===== src/rtl/keypad_pkg.sv =====
// Shared key codes, FSM encodings and key-position lookup for the keypad responder.
// Pure definitions: no clocked logic.
package keypad_pkg;

    localparam logic [3:0] KEY_STAR  = 4'd10;
    localparam logic [3:0] KEY_HASH  = 4'd11;
    localparam logic [3:0] KEY_MAX   = 4'd11;
    localparam logic [2:0] IDLE_COLS = 3'b111;

    typedef enum logic [2:0] {
        S_IDLE    = 3'd0,
        S_B_PRESS = 3'd1,
        S_HOLD    = 3'd2,
        S_B_REL   = 3'd3,
        S_GAP     = 3'd4
    } kp_state_e;

    typedef struct packed {
        logic [1:0] row;
        logic [1:0] col;
    } key_pos_t;

    function automatic key_pos_t key_lookup(input logic [3:0] code);
        key_pos_t p;
        p = '{row: 2'd0, col: 2'd0};
        case (code)
            4'd1:     p = '{row: 2'd0, col: 2'd0};
            4'd2:     p = '{row: 2'd0, col: 2'd1};
            4'd3:     p = '{row: 2'd0, col: 2'd2};
            4'd4:     p = '{row: 2'd1, col: 2'd0};
            4'd5:     p = '{row: 2'd1, col: 2'd1};
            4'd6:     p = '{row: 2'd1, col: 2'd2};
            4'd7:     p = '{row: 2'd2, col: 2'd0};
            4'd8:     p = '{row: 2'd2, col: 2'd1};
            4'd9:     p = '{row: 2'd2, col: 2'd2};
            KEY_STAR: p = '{row: 2'd3, col: 2'd0};
            4'd0:     p = '{row: 2'd3, col: 2'd1};
            KEY_HASH: p = '{row: 2'd3, col: 2'd2};
            default:  p = '{row: 2'd0, col: 2'd0};
        endcase
        return p;
    endfunction

    // Toggle counter width; never below one bit so BOUNCE_N=0 still elaborates.
    function automatic int tog_w(input int n);
        return (n == 0) ? 1 : $clog2(2 * n + 1);
    endfunction

endpackage


===== src/rtl/keypad_bounce_gen.sv =====
// Contact bounce pattern: 2*BOUNCE_N phases of BOUNCE_CYC cycles, level toggling per phase.
// Level valid the cycle after start; fin flags the final cycle of the last phase.
module keypad_bounce_gen
    import keypad_pkg::*;
#(
    parameter int HOLD_W     = 16,
    parameter int BOUNCE_N   = 3,
    parameter int BOUNCE_CYC = 4
) (
    input  logic clk,
    input  logic clr,
    input  logic start,
    input  logic init_lvl,
    output logic lvl,
    output logic fin
);

    localparam int TW = tog_w(BOUNCE_N);
    localparam logic [TW-1:0]     TOG_LAST = TW'((BOUNCE_N == 0) ? 0 : 2 * BOUNCE_N - 1);
    localparam logic [TW-1:0]     TOG_ONE  = 1;
    localparam logic [HOLD_W-1:0] PH_LAST  = HOLD_W'(BOUNCE_CYC - 1);
    localparam logic [HOLD_W-1:0] PH_ONE   = 1;

    logic              act_q;
    logic              lvl_q;
    logic [HOLD_W-1:0] ph_q;
    logic [TW-1:0]     tog_q;

    always_ff @(posedge clk) begin
        if (clr) begin
            act_q <= 1'b0;
            lvl_q <= 1'b0;
            ph_q  <= '0;
            tog_q <= '0;
        end else if (start) begin
            act_q <= 1'b1;
            lvl_q <= init_lvl;
            ph_q  <= PH_LAST;
            tog_q <= TOG_LAST;
        end else if (act_q) begin
            if (ph_q == '0) begin
                lvl_q <= ~lvl_q;
                ph_q  <= PH_LAST;
                if (tog_q == '0) begin
                    act_q <= 1'b0;
                end else begin
                    tog_q <= tog_q - TOG_ONE;
                end
            end else begin
                ph_q <= ph_q - PH_ONE;
            end
        end
    end

    assign lvl = lvl_q;
    assign fin = act_q && (ph_q == '0) && (tog_q == '0);

endmodule


===== src/rtl/keypad_matrix_responder.sv =====
// Emulated 4x3 keypad: one press per accepted request, with bounce, returning active-low columns.
// Columns registered (1-cycle latency); requests arriving while not ready are dropped.
module keypad_matrix_responder
    import keypad_pkg::*;
#(
    parameter int HOLD_W     = 16,
    parameter int BOUNCE_N   = 3,
    parameter int BOUNCE_CYC = 4,
    parameter int GAP_CYC    = 8
) (
    input  logic              clk,
    input  logic              clr,
    input  logic              req,
    input  logic [3:0]        key_code,
    input  logic [HOLD_W-1:0] hold_cycles,
    output logic              ready,
    output logic              done,
    output logic              err,
    output logic              contact,
    output logic [7:0]        row_hits,
    input  logic [3:0]        out_singal,
    output logic [2:0]        in_key
);

    localparam bit                HAS_BNC  = (BOUNCE_N > 0);
    localparam logic [HOLD_W-1:0] CNT_ONE  = 1;
    localparam logic [HOLD_W-1:0] GAP_LAST = HOLD_W'(GAP_CYC - 1);

    kp_state_e         state_q;
    logic [HOLD_W-1:0] cnt_q;
    logic [HOLD_W-1:0] hold_q;
    logic [3:0]        code_q;
    logic              err_q;
    logic [7:0]        hits_q;
    logic              rowbit_q;
    logic [2:0]        cols_q;

    key_pos_t          pos;
    key_pos_t          new_pos;
    logic [1:0]        col_idx;
    logic              row_now;
    logic              code_ok;
    logic              accept;
    logic [HOLD_W-1:0] hold_d;
    logic              contact_d;
    logic              hit_d;
    logic              bnc_start;
    logic              bnc_lvl;
    logic              bnc_fin;

    assign pos       = key_lookup(code_q);
    assign new_pos   = key_lookup(key_code);
    assign col_idx   = 2'd2 - pos.col;
    assign row_now   = out_singal[~pos.row];
    assign code_ok   = (key_code <= KEY_MAX);
    assign accept    = req && (state_q == S_IDLE);
    assign hold_d    = (hold_cycles == '0) ? CNT_ONE : hold_cycles;
    assign contact_d = (state_q == S_HOLD) ||
                       (((state_q == S_B_PRESS) || (state_q == S_B_REL)) && bnc_lvl);
    assign hit_d     = contact_d && rowbit_q && !row_now;
    assign bnc_start = HAS_BNC && ((accept && code_ok) || ((state_q == S_HOLD) && (cnt_q == '0)));

    keypad_bounce_gen #(
        .HOLD_W    (HOLD_W),
        .BOUNCE_N  (BOUNCE_N),
        .BOUNCE_CYC(BOUNCE_CYC)
    ) u_bounce (
        .clk     (clk),
        .clr     (clr),
        .start   (bnc_start),
        .init_lvl(state_q == S_IDLE),
        .lvl     (bnc_lvl),
        .fin     (bnc_fin)
    );

    always_ff @(posedge clk) begin
        if (clr) begin
            state_q  <= S_IDLE;
            cnt_q    <= '0;
            hold_q   <= '0;
            code_q   <= '0;
            err_q    <= 1'b0;
            hits_q   <= '0;
            rowbit_q <= 1'b1;
            cols_q   <= IDLE_COLS;
        end else begin
            err_q    <= 1'b0;
            rowbit_q <= row_now;
            cols_q   <= IDLE_COLS;
            if (contact_d && !row_now) begin
                cols_q[col_idx] <= 1'b0;
            end
            if (hit_d && (hits_q != 8'hFF)) begin
                hits_q <= hits_q + 8'd1;
            end
            case (state_q)
                S_IDLE: begin
                    if (accept) begin
                        code_q   <= key_code;
                        hold_q   <= hold_d;
                        hits_q   <= '0;
                        // Re-seed the edge detector from the new key's row.
                        rowbit_q <= out_singal[~new_pos.row];
                        if (!code_ok) begin
                            err_q <= 1'b1;
                        end else if (HAS_BNC) begin
                            state_q <= S_B_PRESS;
                        end else begin
                            state_q <= S_HOLD;
                            cnt_q   <= hold_d - CNT_ONE;
                        end
                    end
                end
                S_B_PRESS: begin
                    if (bnc_fin) begin
                        state_q <= S_HOLD;
                        cnt_q   <= hold_q - CNT_ONE;
                    end
                end
                S_HOLD: begin
                    if (cnt_q == '0) begin
                        if (HAS_BNC) begin
                            state_q <= S_B_REL;
                        end else begin
                            state_q <= S_GAP;
                            cnt_q   <= GAP_LAST;
                        end
                    end else begin
                        cnt_q <= cnt_q - CNT_ONE;
                    end
                end
                S_B_REL: begin
                    if (bnc_fin) begin
                        state_q <= S_GAP;
                        cnt_q   <= GAP_LAST;
                    end
                end
                S_GAP: begin
                    if (cnt_q == '0) begin
                        state_q <= S_IDLE;
                    end else begin
                        cnt_q <= cnt_q - CNT_ONE;
                    end
                end
                default: state_q <= S_IDLE;
            endcase
        end
    end

    assign ready    = (state_q == S_IDLE);
    assign done     = (state_q == S_GAP) && (cnt_q == '0);
    assign err      = err_q;
    assign contact  = contact_d;
    assign row_hits = hits_q;
    assign in_key   = cols_q;

endmodule


===== config.mk =====
export PLATFORM = sky130hd
export DESIGN_NAME = keypad_matrix_responder
export DESIGN_NICKNAME = d
export VERILOG_FILES = /design/src/rtl/keypad_pkg.sv /design/src/rtl/keypad_bounce_gen.sv /design/src/rtl/keypad_matrix_responder.sv
export SDC_FILE = /design/constraint.sdc
export NUM_CORES = 1
export LEC_CHECK = 0
export CORE_MARGIN = 1.5
export CORE_UTILIZATION = 35
export DETAILED_ROUTE_END_ITERATION = 8
export GPL_TIMING_DRIVEN = 0
export PLACE_DENSITY = 0.52
export SYNTH_ARGS = -nofsm -noshare
export SYNTH_HDL_FRONTEND = slang
export SYNTH_SLANG_ARGS = --single-unit

===== constraint.sdc =====
create_clock -name clk -period 7 [get_ports clk]
set_clock_uncertainty 0.1 [all_clocks]
set_input_delay 1.75 -clock clk [delete_from_list [all_inputs] [get_ports clk]]
set_output_delay 1.75 -clock clk [all_outputs]
set_load 0.1 [all_outputs]

; ---- After elaboration in Yosys (flattened, before gate mapping)
; Memory sizes are Yosys's and may differ from the RTL's. A register that Yosys moved wholly into a read port is not among the register bits.
; Index checks and enable logic that the tools add are counted.
[op_classes]
addsub = 6
order_cmp = 5
n_eq_ne = 13
mux = 40
bitwise = 8
n_reduce_logical = 34
[op_table]
columns = op, count
row1 = $mux 16, 5
row2 = $logic_not 16->1, 3
row3 = $pmux 16 s3, 1
row4 = $sub 16x1->16 const B, 3
row5 = $mux 3, 10
row6 = $mux 8, 3
row7 = $pmux 3 s5, 1
row8 = $ne 2x2->1 const B, 7
row9 = $mux 1, 13
row10 = $logic_and 1x1->1, 12
row11 = $lt 2x3->1 const B, 3
row12 = $add 8x1->8 const B, 1
row13 = $mux 4, 2
row14 = $ne 8x8->1 const B, 1
row15 = $eq 3x2->1 const B, 2
row16 = $logic_not 3->1, 2
row17 = $reduce_and 3->1, 2
row18 = $reduce_and 6->1, 1
row19 = $reduce_or 2->1, 3
row20 = $not 1->1, 5
row21 = $bmux 1 s2, 2
row22 = $le 4x4->1 const B, 1
row23 = $mux 2, 2
row24 = $not 2->2, 2
row25 = other kinds (15), 19
[totals]
reg_bits = 73
romBits = 128
inputBits = 27
out_inout_bits = 15
elab_cells = 122
memories = 2
[memory_table]
columns = memory, depth, width, read_ports, rd_clocked_by_memory_dff, write_ports, line
row1 = (name not given), 16, 4, 1, 0, 0, keypad_pkg.sv:26  ; case (code)
row2 = (name not given), 16, 4, 1, 1, 0, keypad_pkg.sv:26

; ---- Logic depth before layout (Yosys ltp)
; Gate-level depths: netlist (run 1).
[depth]
word_depth = 10
mapped_depth = 11
depth_no_buf = 9

; ---- Modules after synthesis
; A second synthesis (run 1) with hierarchy kept.
[unflattened]
hier_cells = 485
hier_area_um2 = 4231.6
[by_module_without_submodules]
columns = mod, instances, cells_per_inst, area_per_inst_um2, seq_area_each_um2
row1 = keypad_matrix_responder, 1, 369, 3173.0, 1121.1
row2 = keypad_bounce_gen, 1, 116, 1058.5, 420.4

; ---- Worst setup path after synthesis (run 1)
; No wires, ideal clock.
[synth_timing]
path_type = register to output
from = register cnt_q[0]
to = output port done
arrival_time_ps = 4411
required_time_ps = 5150
setup_slack_ps = 739
path_stages_with_launch = 6
path_buffers = 1
cell_sequence = dfxtp_1 > or4_4 > nand2b_4 > buf_6 > nor3_2 > nor4bb_1
[synth_via]
elab_chain_len = 2
[synth_rtl]
columns = element, line
row1 = start: declaration, keypad_matrix_responder.sv:30  ; logic [HOLD_W-1:0] cnt_q;
row2 = start signal: assignment, keypad_matrix_responder.sv:110  ; cnt_q <= hold_d - CNT_ONE;
row3 = start signal: assignment, keypad_matrix_responder.sv:117  ; cnt_q <= hold_q - CNT_ONE;
row4 = start signal: assignment, keypad_matrix_responder.sv:129  ; cnt_q <= cnt_q - CNT_ONE;
row5 = $logic_not 16->1, keypad_matrix_responder.sv:151  ; assign done = (state_q == S_GAP) && (cnt_q == '0);
row6 = $logic_and 1x1->1, keypad_matrix_responder.sv:151
row7 = end: declaration, keypad_matrix_responder.sv:17  ; output logic done,
; No other way between the ends.

; ---- Worst setup path after layout (run 1)
; Same ends and word-level chain as after synthesis.

==> qor.txt, run 1 <==
Fmax -> 177.5 MHz
max_cap viols -> 0
Post-DP HPWL -> 7.525 mm
First-pass DRT Iterations -> 4
clock buffer count from CTS -> 9
clk_lat worst skew -> 0.37 ns
Slew headroom -> 0.3481
final slew viol count -> 0
outcome -> finished clean
grt total ovfl -> 0
Initial DRC Count -> 178
layout cells sized above 1 -> 0.06506
drt via density -> 5.326
hold path cells -> 1
Initial Utilization -> 0.3618
Psw -> 0.3444 mW
Gate power share -> 0.234
area delta synth->final -> 19.98%
Worst R2R End -> cnt_q[14]
Die X -> 109.1 um
commonest non-fill, non-tap cell in the layout -> dfxtp_1
min Tclk post-route -> 5.634 ns
Core Util, Final -> 0.4340
switch share -> 0.3099
WL final -> 10.07 mm
Int Power -> 0.7671 mW
Clock power frac -> 0.323
Reg2Reg Setup Slack -> 3.37 ns
met1 Track Usage GR -> 0.2408
Worst Hold Path EP -> in_key[1]
Syn. warnings -> 0
H-tree depth -> 3
Fin. Hold Viols -> 0
global-route wire length before repair -> 16.68 mm
Leak -> 1.716 nW
height of the chip -> 109.1 um
WP data required -> 5.15 ns
Post-synth EDFFs -> 0
Synth Flop Type -> dfxtp_1
DR WL/cell -> 14.86 um
cells resized by post-CTS repair -> 0
clock sink count -> 77
GR Util met3 -> 0.03885
Worst-path clk slew -> 0.07 ns
r2r startpoint -> state_q[2]
commonest cells after routing, fill and taps aside -> dfxtp_1 (77), nand2_1 (65), nor2_1 (54)
Buffers on Ports -> 40
Final Worst Setup Slack -> 1.366 ns
syn avg cell area -> 8.172 sq um
Inserted Diodes -> 0
M2 GR Usage -> 0.2786
# rows -> 38
unrepaired setup endpoints after global routing -> false
TNS Setup -> 0 ns
synth unique cells -> 66
Crit Path Max Fanout -> 10
cell count after synthesis -> 482
Layout fillers -> 1,129
number of synthesized register bits -> 77
DRC errors left -> 0
Async SR Flop Fraction -> 0
Power per Cell Area -> 235.2 nW/um^2
most used routing layer -> met2
worst slew pin tran -> 0.9747 ns
register share of total power -> 0.443
clock buffer depth -> 2
Clock Tree Root -> clkbuf_8
Synth Cell Area -> 3939 sq um
final setup vio count -> 0
Syn Nets -> 515
post-place setup slack -> 1.756 ns
Hold WS -> 0.2868 ns
core area -> 10,890 sq um
CTS tree -> done
Final period util -> 0.8048
min-delay worst type -> reg -> reg
initial antenna violation count -> 0
CP startpoint kind -> flop
vias in the first global route -> 3,406
register area share after synthesis -> 0.3914
Peak VDD IR -> 0.09503 mV
routed via count -> 3,611
die area -> 11,900 sq um
HP Start -> pos[0]
WS Path Type -> reg -> out
endpoint class of the critical path -> primary output
# IOs -> 42
crit path DAT -> 3.78 ns
Routability Congestion -> 0.8318
Nets -> 566
R2R depth -> 11
cts hold-fix bufs -> 0
ANT nets after route -> 0
Post-CTS Setup Inserts -> 0
largest net degree at the start of global routing -> 13
GRT Total Usage -> 0.1817
sequential cells by signal (all words and copies together) (netlist names):
signal and count:
cnt_q 16, code_q 4, err 1, hold_q 16, in_key 3, pos 4, row_hits 8, rowbit_q 1
state_q 3, u_bounce.act_q 1, u_bounce.lvl 1, u_bounce.ph_q 16, u_bounce.tog_q 3
power groups by stage:
stage               registers, mW  clock network (mW)  logic [mW]
detailed placement          0.502                   0       0.258
floorplan                   0.499                   0       0.189
global route                0.496               0.390       0.292
CTS                         0.492               0.369       0.260
finish                      0.492               0.359       0.260
global placement            0.501                   0       0.257
how the worst max path moves through the flow:
stage,start,to,slack (ns),cells past startpoint
finish,cnt_q[0],done,1.37,6
global route,cnt_q[10],done,1.23,5
CTS,cnt_q[0],done,1.33,6
detailed placement,cnt_q[0],done,1.76,6
global placement,cnt_q[0],done,1.76,6
floorplan,cnt_q[0],done,0.74,5
through the flow:
step,power [mW],instance area [sq um],instances
floorplan,0.6877,3939,482
global placement,0.7587,4514,662
detailed placement,0.7603,4514,662
CTS,1.121,4726,678
global route,1.179,4726,678
finish,1.111,4726,678
kinds of logic (layout without fill, tap and decap cells):
kind of cell               Yosys count  count (layout)  synth area share
adders and majority gates            6               6           0.01906
AOI/OAI and AO/OA                  103             103            0.1620
and+or+nand+nor                    222             222            0.2862
DFF                                 77              77            0.3914
muxes                               12              12           0.03431
buffers and inverters               27              83           0.02922
xor gates and xnor gates            35              35           0.07783
Yosys cell counts, types with 2 or more instances:
master / n / area (sq um)
buf_2: 2 / 10.01
or3_1: 5 / 31.28
and3_1: 3 / 18.77
mux2_2: 2 / 22.52
o31ai_1: 5 / 37.54
a211oi_1: 2 / 15.01
xnor2_1: 20 / 175.2
nand2b_1: 3 / 18.77
buf_1: 2 / 7.510
mux2i_1: 9 / 90.09
nand3_1: 16 / 80.08
o21ai_1: 4 / 20.02
nand4_1: 4 / 25.02
a22o_1: 2 / 17.52
o21ai_0: 27 / 135.1
inv_1: 6 / 22.52
nor4_1: 14 / 87.58
or4_1: 8 / 60.06
nand4b_1: 4 / 35.03
dfxtp_1: 77 / 1541
clkbuf_1: 14 / 52.55
a21boi_0: 2 / 15.01
a32o_1: 3 / 30.03
a2111oi_0: 2 / 17.52
nor2_1: 54 / 202.7
nor2b_1: 6 / 37.54
or4b_2: 2 / 20.02
ha_1: 6 / 75.07
nor4bb_1: 2 / 20.02
nand2_1: 65 / 244.0
a21oi_1: 34 / 170.2
o22ai_1: 8 / 50.05
nor3_1: 20 / 100.1
nor4b_1: 3 / 26.28
xor2_1: 15 / 131.4
critical path: stages, from the launching register on:
cell,delay [ns]
dfxtp_1,0.34
or4_4,0.56
nand2b_4,0.16
buf_6,0.15
nor3_2,0.54
nor4bb_1,0.45
clkdlybuf4s50_1,1.20
area by class of cell:
type	count	area (sq um)	area share
plain buffers	20	88.84	0.01880
clock buffers	13	168.9	0.03574
clock inverters	3	42.54	0.009002
inverters	7	26.28	0.005560
multi-input cells	378	2282	0.4829
flip-flops and latches	77	1541	0.3262
well taps	140	175.2	0.03707
repair buffers	40	400.4	0.08472
routing by layer:
layer  vias to the layer above  share of wire
met5                         -              0
met4                         0          0.020
met3                        16          0.044
met2                        76           0.44
met1                      1680           0.50
li1                       1839              -
Power figures use the tool's default switching activity.
==> run 2: changes to the inputs <==
==> constraint.sdc (replaced) <==
create_clock -name clk -period 5.6 [get_ports clk]
set_clock_uncertainty 0.1 [all_clocks]
set_input_delay 1.4 -clock clk [delete_from_list [all_inputs] [get_ports clk]]
set_output_delay 1.4 -clock clk [all_outputs]
set_load 0.1 [all_outputs]
==> qor.txt, run 2 (synthesized netlist as in run 1, its figures left out) <==
Hold WS -> 0.2886 ns (+0.001873 ns)
initial antenna violation count -> 0 (unchanged)
clock buffer depth -> 2 (unchanged)
cts hold-fix bufs -> 0 (unchanged)
R2R depth -> 11 (unchanged)
H-tree depth -> 3 (unchanged)
DP Cell Count -> 662 (unchanged)
clk_lat worst skew -> 0.35 ns (-0.02 ns)
drt via density -> 5.405 (+1.5%)
Leak -> 1.699 nW (-0.98%)
hold path cells -> 1 (unchanged)
Final period util -> 0.9249
min-delay worst type -> reg -> reg
cells resized by post-CTS repair -> 0 (unchanged)
commonest non-fill, non-tap cell in the layout -> dfxtp_1
worst slew pin tran -> 0.9833 ns (+0.008586 ns)
Crit Path Max Fanout -> 10 (unchanged)
Largest regs -> cnt_q: 16 flops, hold_q: 16 flops, u_bounce.ph_q: 16 flops
final slew viol count -> 0 (unchanged)
GRT Total Usage -> 0.1840 (+0.002269)
WS Path Type -> reg -> out
CTS tree -> done
layout cells sized above 1 -> 0.06343 (-0.001623)
Peak VDD IR -> 0.1323 mV (+39%)
Storage cell area -> 1541 sq um (unchanged)
Power Total -> 1.312 mW (+18%)
Die X -> 109.1 um (unchanged)
endpoint class of the critical path -> primary output
grt total ovfl -> 0 (unchanged)
Reg2Reg Setup Slack -> 1.98 ns (-1.39 ns)
die area -> 11,900 sq um (unchanged)
unrepaired setup endpoints after global routing -> false
HP Start -> pos[0]
min Tclk post-route -> 5.179 ns
Fin. Hold Viols -> 0 (unchanged)
WP data required -> 4.10 ns (-1.05 ns)
WL final -> 9.994 mm (-0.79%)
max_cap viols -> 0 (unchanged)
vias in the first global route -> 3,461 (+1.6%)
height of the chip -> 109.1 um (unchanged)
outcome -> finished clean
r2r startpoint -> state_q[2]
First-pass DRT Iterations -> 5 (+1)
final instance count without filler cells -> 676 (-0.29%)
global-route wire length before repair -> 16.90 mm (+1.3%)
routed via count -> 3,654 (+1.2%)
Buffers on Ports -> 40 (unchanged)
area delta synth->final -> 18.96%
# IOs -> 42 (unchanged)
Post-DP HPWL -> 7.514 mm (-0.14%)
Initial DRC Count -> 221 (+24%)
Routability Congestion -> 0.8414 (+1.2%)
Initial Utilization -> 0.3618 (unchanged)
DR WL/cell -> 14.78 um (-0.50%)
crit path DAT -> 3.68 ns (-0.10 ns)
Worst setup startpoint -> cnt_q[0]
clock sink count -> 77 (unchanged)
Clock Tree Root -> clkbuf_8
TNS Setup -> 0 ns (unchanged)
Core Util, Final -> 0.4304 (-0.003677)
Inserted Diodes -> 0 (unchanged)
Nets -> 566 (unchanged)
ANT nets after route -> 0 (unchanged)
Post-CTS Setup Inserts -> 0 (unchanged)
Fmax -> 193.1 MHz
CP startpoint kind -> flop
commonest cells after routing, fill and taps aside -> dfxtp_1 (77), nand2_1 (65), nor2_1 (54)
DRC errors left -> 0 (unchanged)
# rows -> 38 (unchanged)
largest net degree at the start of global routing -> 12 (-1)
Slew headroom -> 0.3424 (-0.005742)
Power per Cell Area -> 279.9 nW/um^2 (+19%)
area of the multi-input gates -> 2288 sq um (+0.27%)
Worst-path clk slew -> 0.07 ns (about the same)
final setup vio count -> 0 (unchanged)
Layout fillers -> 1,125 (-0.35%)
core area -> 10,890 sq um (unchanged)
clock buffer count from CTS -> 9 (unchanged)
==> run 2: changes by cell type in the layout (fill, tap and decap cells not counted), sizes merged <==
cell / delta
bufinv: -1
clkinv: +1
clkbuf: -1
clkinvlp: -1
==> run 2: cell type report <==
type                    count  share of cell area
well taps                 140             0.03738
multi-input cells         378              0.4884
plain buffers              20             0.01896
repair buffers             40             0.08545
clock buffers              12             0.03311
inverters                   7            0.005607
clock inverters             2            0.002136
flip-flops and latches     77              0.3290
==> run 2: report_power, final <==
group | internal (mW) | total [mW] | leakage, nW | switching [mW]
sequential | 0.583 | 0.615 | 0.628 | 0.0323
clock | 0.179 | 0.372 | 0.0881 | 0.193
combinational | 0.134 | 0.324 | 0.983 | 0.190
==> run 2: critical path: stages, from the launching register on <==
cell,delay (ns)
dfxtp_1,0.34
or4_4,0.56
nand2b_4,0.16
buf_6,0.14
nor3_2,0.49
nor4bb_2,0.43
clkdlybuf4s50_1,1.19
==> run 2: path summary, 6_finish.rpt <==
| check | end |
|---|---|
| setup / recovery | done |
| hold / removal | in_key[1] |
| hold reg to reg | in_key[1] |
| setup reg to reg | cnt_q[14] |
==> run 2: per-stage QoR <==
step,instance area [sq um],setup slack (ns)
final,4686,0.4207
after global routing,4686,0.1995
after CTS,4686,0.3766
after detailed placement,4521,0.7710
after global placement,4521,0.7729
after floorplan,3945,0.7613
==> run 2: metal layers <==
layer	up-vias	global-route usage	wire (um)
li1	1836	-	-
met1	1707	0.2525	4880
met2	97	0.2714	4411
met3	14	0.04304	512
met4	0	0.08459	189
met5	-	0	0
==> RTL change 1, RTL diff (config.mk and constraints of run 2) <==
Encoding of `kp_state_e`: now Gray code (3 bits for 5 states).
--- a/src/rtl/keypad_pkg.sv
+++ b/src/rtl/keypad_pkg.sv
@@ -8,11 +8,11 @@
     localparam logic [2:0] IDLE_COLS = 3'b111;
 
     typedef enum logic [2:0] {
-        S_IDLE    = 3'd0,
-        S_B_PRESS = 3'd1,
-        S_HOLD    = 3'd2,
-        S_B_REL   = 3'd3,
-        S_GAP     = 3'd4
+        S_IDLE    = 3'b000,
+        S_B_PRESS = 3'b001,
+        S_HOLD    = 3'b011,
+        S_B_REL   = 3'b010,
+        S_GAP     = 3'b110
     } kp_state_e;
 
     typedef struct packed {
Function: same outputs for any inputs over 10 cycles, from zero or initial values; not proved beyond that.
==> RTL change 1 against run 2 <==
Sequential share of layout area shrank 1.8 points; total power grew 16%; cell area grew 5.7%; sequential cell count is the same; area after synthesis grew 3.6%; critical path depth is the same; setup slack gained 0.20 ns; wire length grew 5.9%; critical path type unchanged; highest routed layer unchanged.
==> RTL change 1: results (changes against run 2) <==
[worst_setup_path]
arrival_ns=3.48  ; -0.20 ns
crit_path_max_fanout=7  ; -3
rr_startpoint=state_q[0]$_SDFFE_PP0P_
worstReg2RegEnd=cnt_q[6]$_SDFFE_PP0P_
ff2ff_setup_slack_ns=1.75  ; -0.23 ns

[global_route]
use_met2_pct=27.4  ; +0.31 points
met3_usage_pct=3.23  ; -1.1 points
grt_pass1_vias=3482  ; +0.61%
track_usage_pct=17.8  ; -0.60 points
grt_pass1_wl_um=17600  ; +4.0%
grt_max_degree=13  ; +1
met1_usage_pct=24.2  ; -1.0 points

[placed_design]
dpl.cell_count=670  ; +1.2%
gp_congestion=0.835  ; -0.80%
dp_hpwl_um=7760  ; +3.3%

[yosys]
synth_common_cells=dfxtp_1, nand2_1, nor2_1, a21oi_1
synth_xor_area_share_pct=6.87  ; -0.91 points
synth_mux_area_share_pct=3.40  ; -0.026 points
synthTopCellsByArea=dfxtp_1, nand2_1, a21oi_1, xnor2_1, nor2_1
synthAdderAreaFrac_pct=1.84  ; -0.065 points
synth_cell_types=72  ; +9.1%
avgSynthCellArea_um2=8.38  ; +2.5%
ys_seq_area_share_pct=37.8  ; -1.3 points

[final_layout]
design.final.nets=571  ; +0.88%
drive_gt1_share_pct=9.02  ; +2.7 points

[routing]
drtIter0Drc=189  ; -14%
routed_wirelength_um=10600  ; +5.9%
via_per_inst=5.34  ; -1.2%
drt_pass1_iterations=4  ; -1
vias=3664  ; +0.27%

[pwr]
leakagePower_nw=1.83  ; +8.0%
peakVddDrop_mv=0.237  ; +79%

[sta]
slew_headroom_pct=34.0  ; -0.25 points

[clock_network]
cts-root-buf=clkbuf_16

[run_status]
status=finished, final reports clean

-- RTL change 1: cell types whose count changed in the layout (fill, tap and decap cells not counted), moves of 6 or more --
cell,change
clkbuf_16,+9
clkbuf_8,-10
inv_1,+7
nand3_1,-8
nor2_1,-6
o21ai_0,-8
-- RTL change 1: power breakdown --
group	total [mW]	switching, mW	internal (mW)
clock	0.586	0.228	0.358
combinational	0.322	0.192	0.130
sequential	0.612	0.0299	0.582
total	1.52	0.450	1.07
-- RTL change 1: kinds of logic (layout without fill, tap and decap cells) --
family,Yosys count,after routing
fa+ha+maj,6,6
compound gates,121,121
flops,77,77
xor+xnor,32,32
simple gates,204,204
buf+inv,35,91
mux,12,12
-- RTL change 1: routing by layer --
layer	up-vias	share of wire [%]
met5	-	0
met4	0	1.3
met3	9	3.2
met2	59	45
met1	1732	50
li1	1864	-
-- RTL change 1: worst max-delay path: cells and delay by family (launching register included) --
| family | cells | cell delay, ns |
|---|---|---|
| flops | 1 | 0.36 |
| buf+inv | 1 | 1.18 |
| simple gates | 5 | 1.58 |
-- RTL change 1: how the worst max path moves through the flow --
stage	startpoint	endpoint	slack [ns]	cells after the start
finish	cnt_q[3]$_SDFFE_PP0P_	done	0.62	6
global route	cnt_q[3]$_SDFFE_PP0P_	done	0.55	6
CTS	cnt_q[3]$_SDFFE_PP0P_	done	0.63	6
detailed placement	cnt_q[3]$_SDFFE_PP0P_	done	1.01	6
global placement	cnt_q[3]$_SDFFE_PP0P_	done	1.01	6
floorplan	cnt_q[3]$_SDFFE_PP0P_	done	0.33	5
-- RTL change 1: final cells by class --
type,count,area (um2)
multi-input cells,375,2380
repair buffers,40,400
plain buffers,22,113
clock buffers,13,250
inverters,13,48.8
fillers,1152,6420
clock inverters,3,45.0
well taps,143,179
flip-flops and latches,77,1540
-- RTL change 1: through the flow --
| step | area, um2 | hold WS [ns] | utilization, % | setup slack [ns] | power (mW) |
|---|---|---|---|---|---|
| 2_1_floorplan | 4080 | 0.261 | - | 0.335 | 0.854 |
| 3_3_place_gp | 4660 | 0.272 | 41.0 | 1.01 | 0.940 |
| 3_5_place_dp | 4660 | 0.276 | 41.0 | 1.01 | 0.944 |
| 4_1_cts | 4950 | 0.291 | 43.6 | 0.631 | 1.54 |
| 5_1_grt | 4950 | 0.325 | 43.6 | 0.546 | 1.60 |
| 6_report | 4950 | 0.289 | 43.6 | 0.625 | 1.52 |
==> RTL change 2, RTL diff (settings of run 2) <==
Without the edit above. `BOUNCE_N` is set to 3 in 2 places; all go to 2.
--- a/src/rtl/keypad_bounce_gen.sv
+++ b/src/rtl/keypad_bounce_gen.sv
@@ -4,7 +4,7 @@
     import keypad_pkg::*;
 #(
     parameter int HOLD_W     = 16,
-    parameter int BOUNCE_N   = 3,
+    parameter int BOUNCE_N   = 2,
     parameter int BOUNCE_CYC = 4
 ) (
     input  logic clk,
--- a/src/rtl/keypad_matrix_responder.sv
+++ b/src/rtl/keypad_matrix_responder.sv
@@ -4,7 +4,7 @@
     import keypad_pkg::*;
 #(
     parameter int HOLD_W     = 16,
-    parameter int BOUNCE_N   = 3,
+    parameter int BOUNCE_N   = 2,
     parameter int BOUNCE_CYC = 4,
     parameter int GAP_CYC    = 8
 ) (
Behaviour: no difference found for any inputs over 10 cycles, from zero or initial values; that may be too few to reach the edited logic, so the function may still have changed.
==> RTL change 2 against run 2 <==
Setup slack better by 0.63 ns; sequential cell count did not move; area after synthesis increased by 0.41%; cell area increased by 3.4%; cell count rose by 0.89%; total power is 17% higher; hold slack better by 0.015 ns; core utilization rose by 1.3 points; synthesized cell count grew 0.83%; wire length grew 1.4%.
==> RTL change 2: results (changes against run 2) <==
[global_route]
grt_max_degree=13  ; +1
grt_pass1_vias=3439  ; -0.64%
use_met2_pct=30.4  ; +3.3 points
met3_usage_pct=4.03  ; -0.27 points
grt_pass1_wl_um=16900  ; about the same
met1_usage_pct=23.4  ; -1.8 points

[routing]
drt_pass1_iterations=4  ; -1
dr_wl_met2_um=4750  ; +7.6%
m1WireLength_um=5000  ; +2.4%
routed_wirelength_um=10100  ; +1.4%
drtIter0Drc=196  ; -11%
vias=3577  ; -2.1%

[final_layout]
drive_gt1_share_pct=8.30  ; +2.0 points
final_cells=682  ; +0.89%

[yosys]
synthAdderAreaFrac_pct=1.90  ; -0.0078 points
synth_common_cells=dfxtp_1, nand2_1, nor2_1, a21oi_1, xnor2_1
ys_seq_area_share_pct=39.0  ; -0.16 points
synth_compound_area_share_pct=15.7  ; -0.54 points
synth_cell_types=68  ; +3.0%
synth_mux_area_share_pct=2.66  ; -0.77 points
avgSynthCellArea_um2=8.14  ; -0.41%

[pwr]
seq-power_mw=0.611  ; -0.7%
peakVddDrop_mv=0.192  ; +45%
leakagePower_nw=1.78  ; +5.0%
switching_share_pct=28.7  ; -2.9 points
powerComb_mw=0.311  ; -4%

[placed_design]
dpl.cell_count=666  ; +0.60%
dpl-instance-area_mm2=0.00453  ; +0.22%

[run_status]
status=finished, final reports clean

[clock_network]
cts-root-buf=clkbuf_16
clk_latency_ns=0.33  ; -0.02 ns

[worst_setup_path]
slowest_delay_ns=1.14  ; -0.05 ns
crit_path_max_fanout=7  ; -3

==> RTL change 2: cell count changes after synthesis, sizes merged, moves of 4 or more <==
cell   change
nor2b      -4
nand2      +6
o21ai     -18
nor3       -6
a21oi      +4
==> RTL change 2: through the flow <==
step           setup WS [ns]  util, %
2_1_floorplan           1.49        -
3_3_place_gp            1.40     41.4
3_5_place_dp            1.40     41.4
4_1_cts                 1.03     44.3
5_1_grt                0.926     44.3
6_report                1.05     44.3
==> RTL change 2: final timing paths <==
path	depth (start not counted)	to	slack [ns]
max reg2reg	11	cnt_q[8]$_SDFFE_PP0P_	1.90
max	4	done	1.05
min	1	in_key[1]$_SDFF_PP1_	0.30
min reg2reg	1	in_key[1]$_SDFF_PP1_	0.30
==> RTL change 2: area by class of cell <==
type                            count  area (um2)
Clock buffer                       13         270
Sequential cell                    77        1540
Multi-Input combinational cell    375        2280
Timing Repair Buffer               40         400
Tap cell                          140         175
Buffer                             25         104
Inverter                            9        33.8
Fill cell                        1140        6090
Clock inverter                      3        42.5
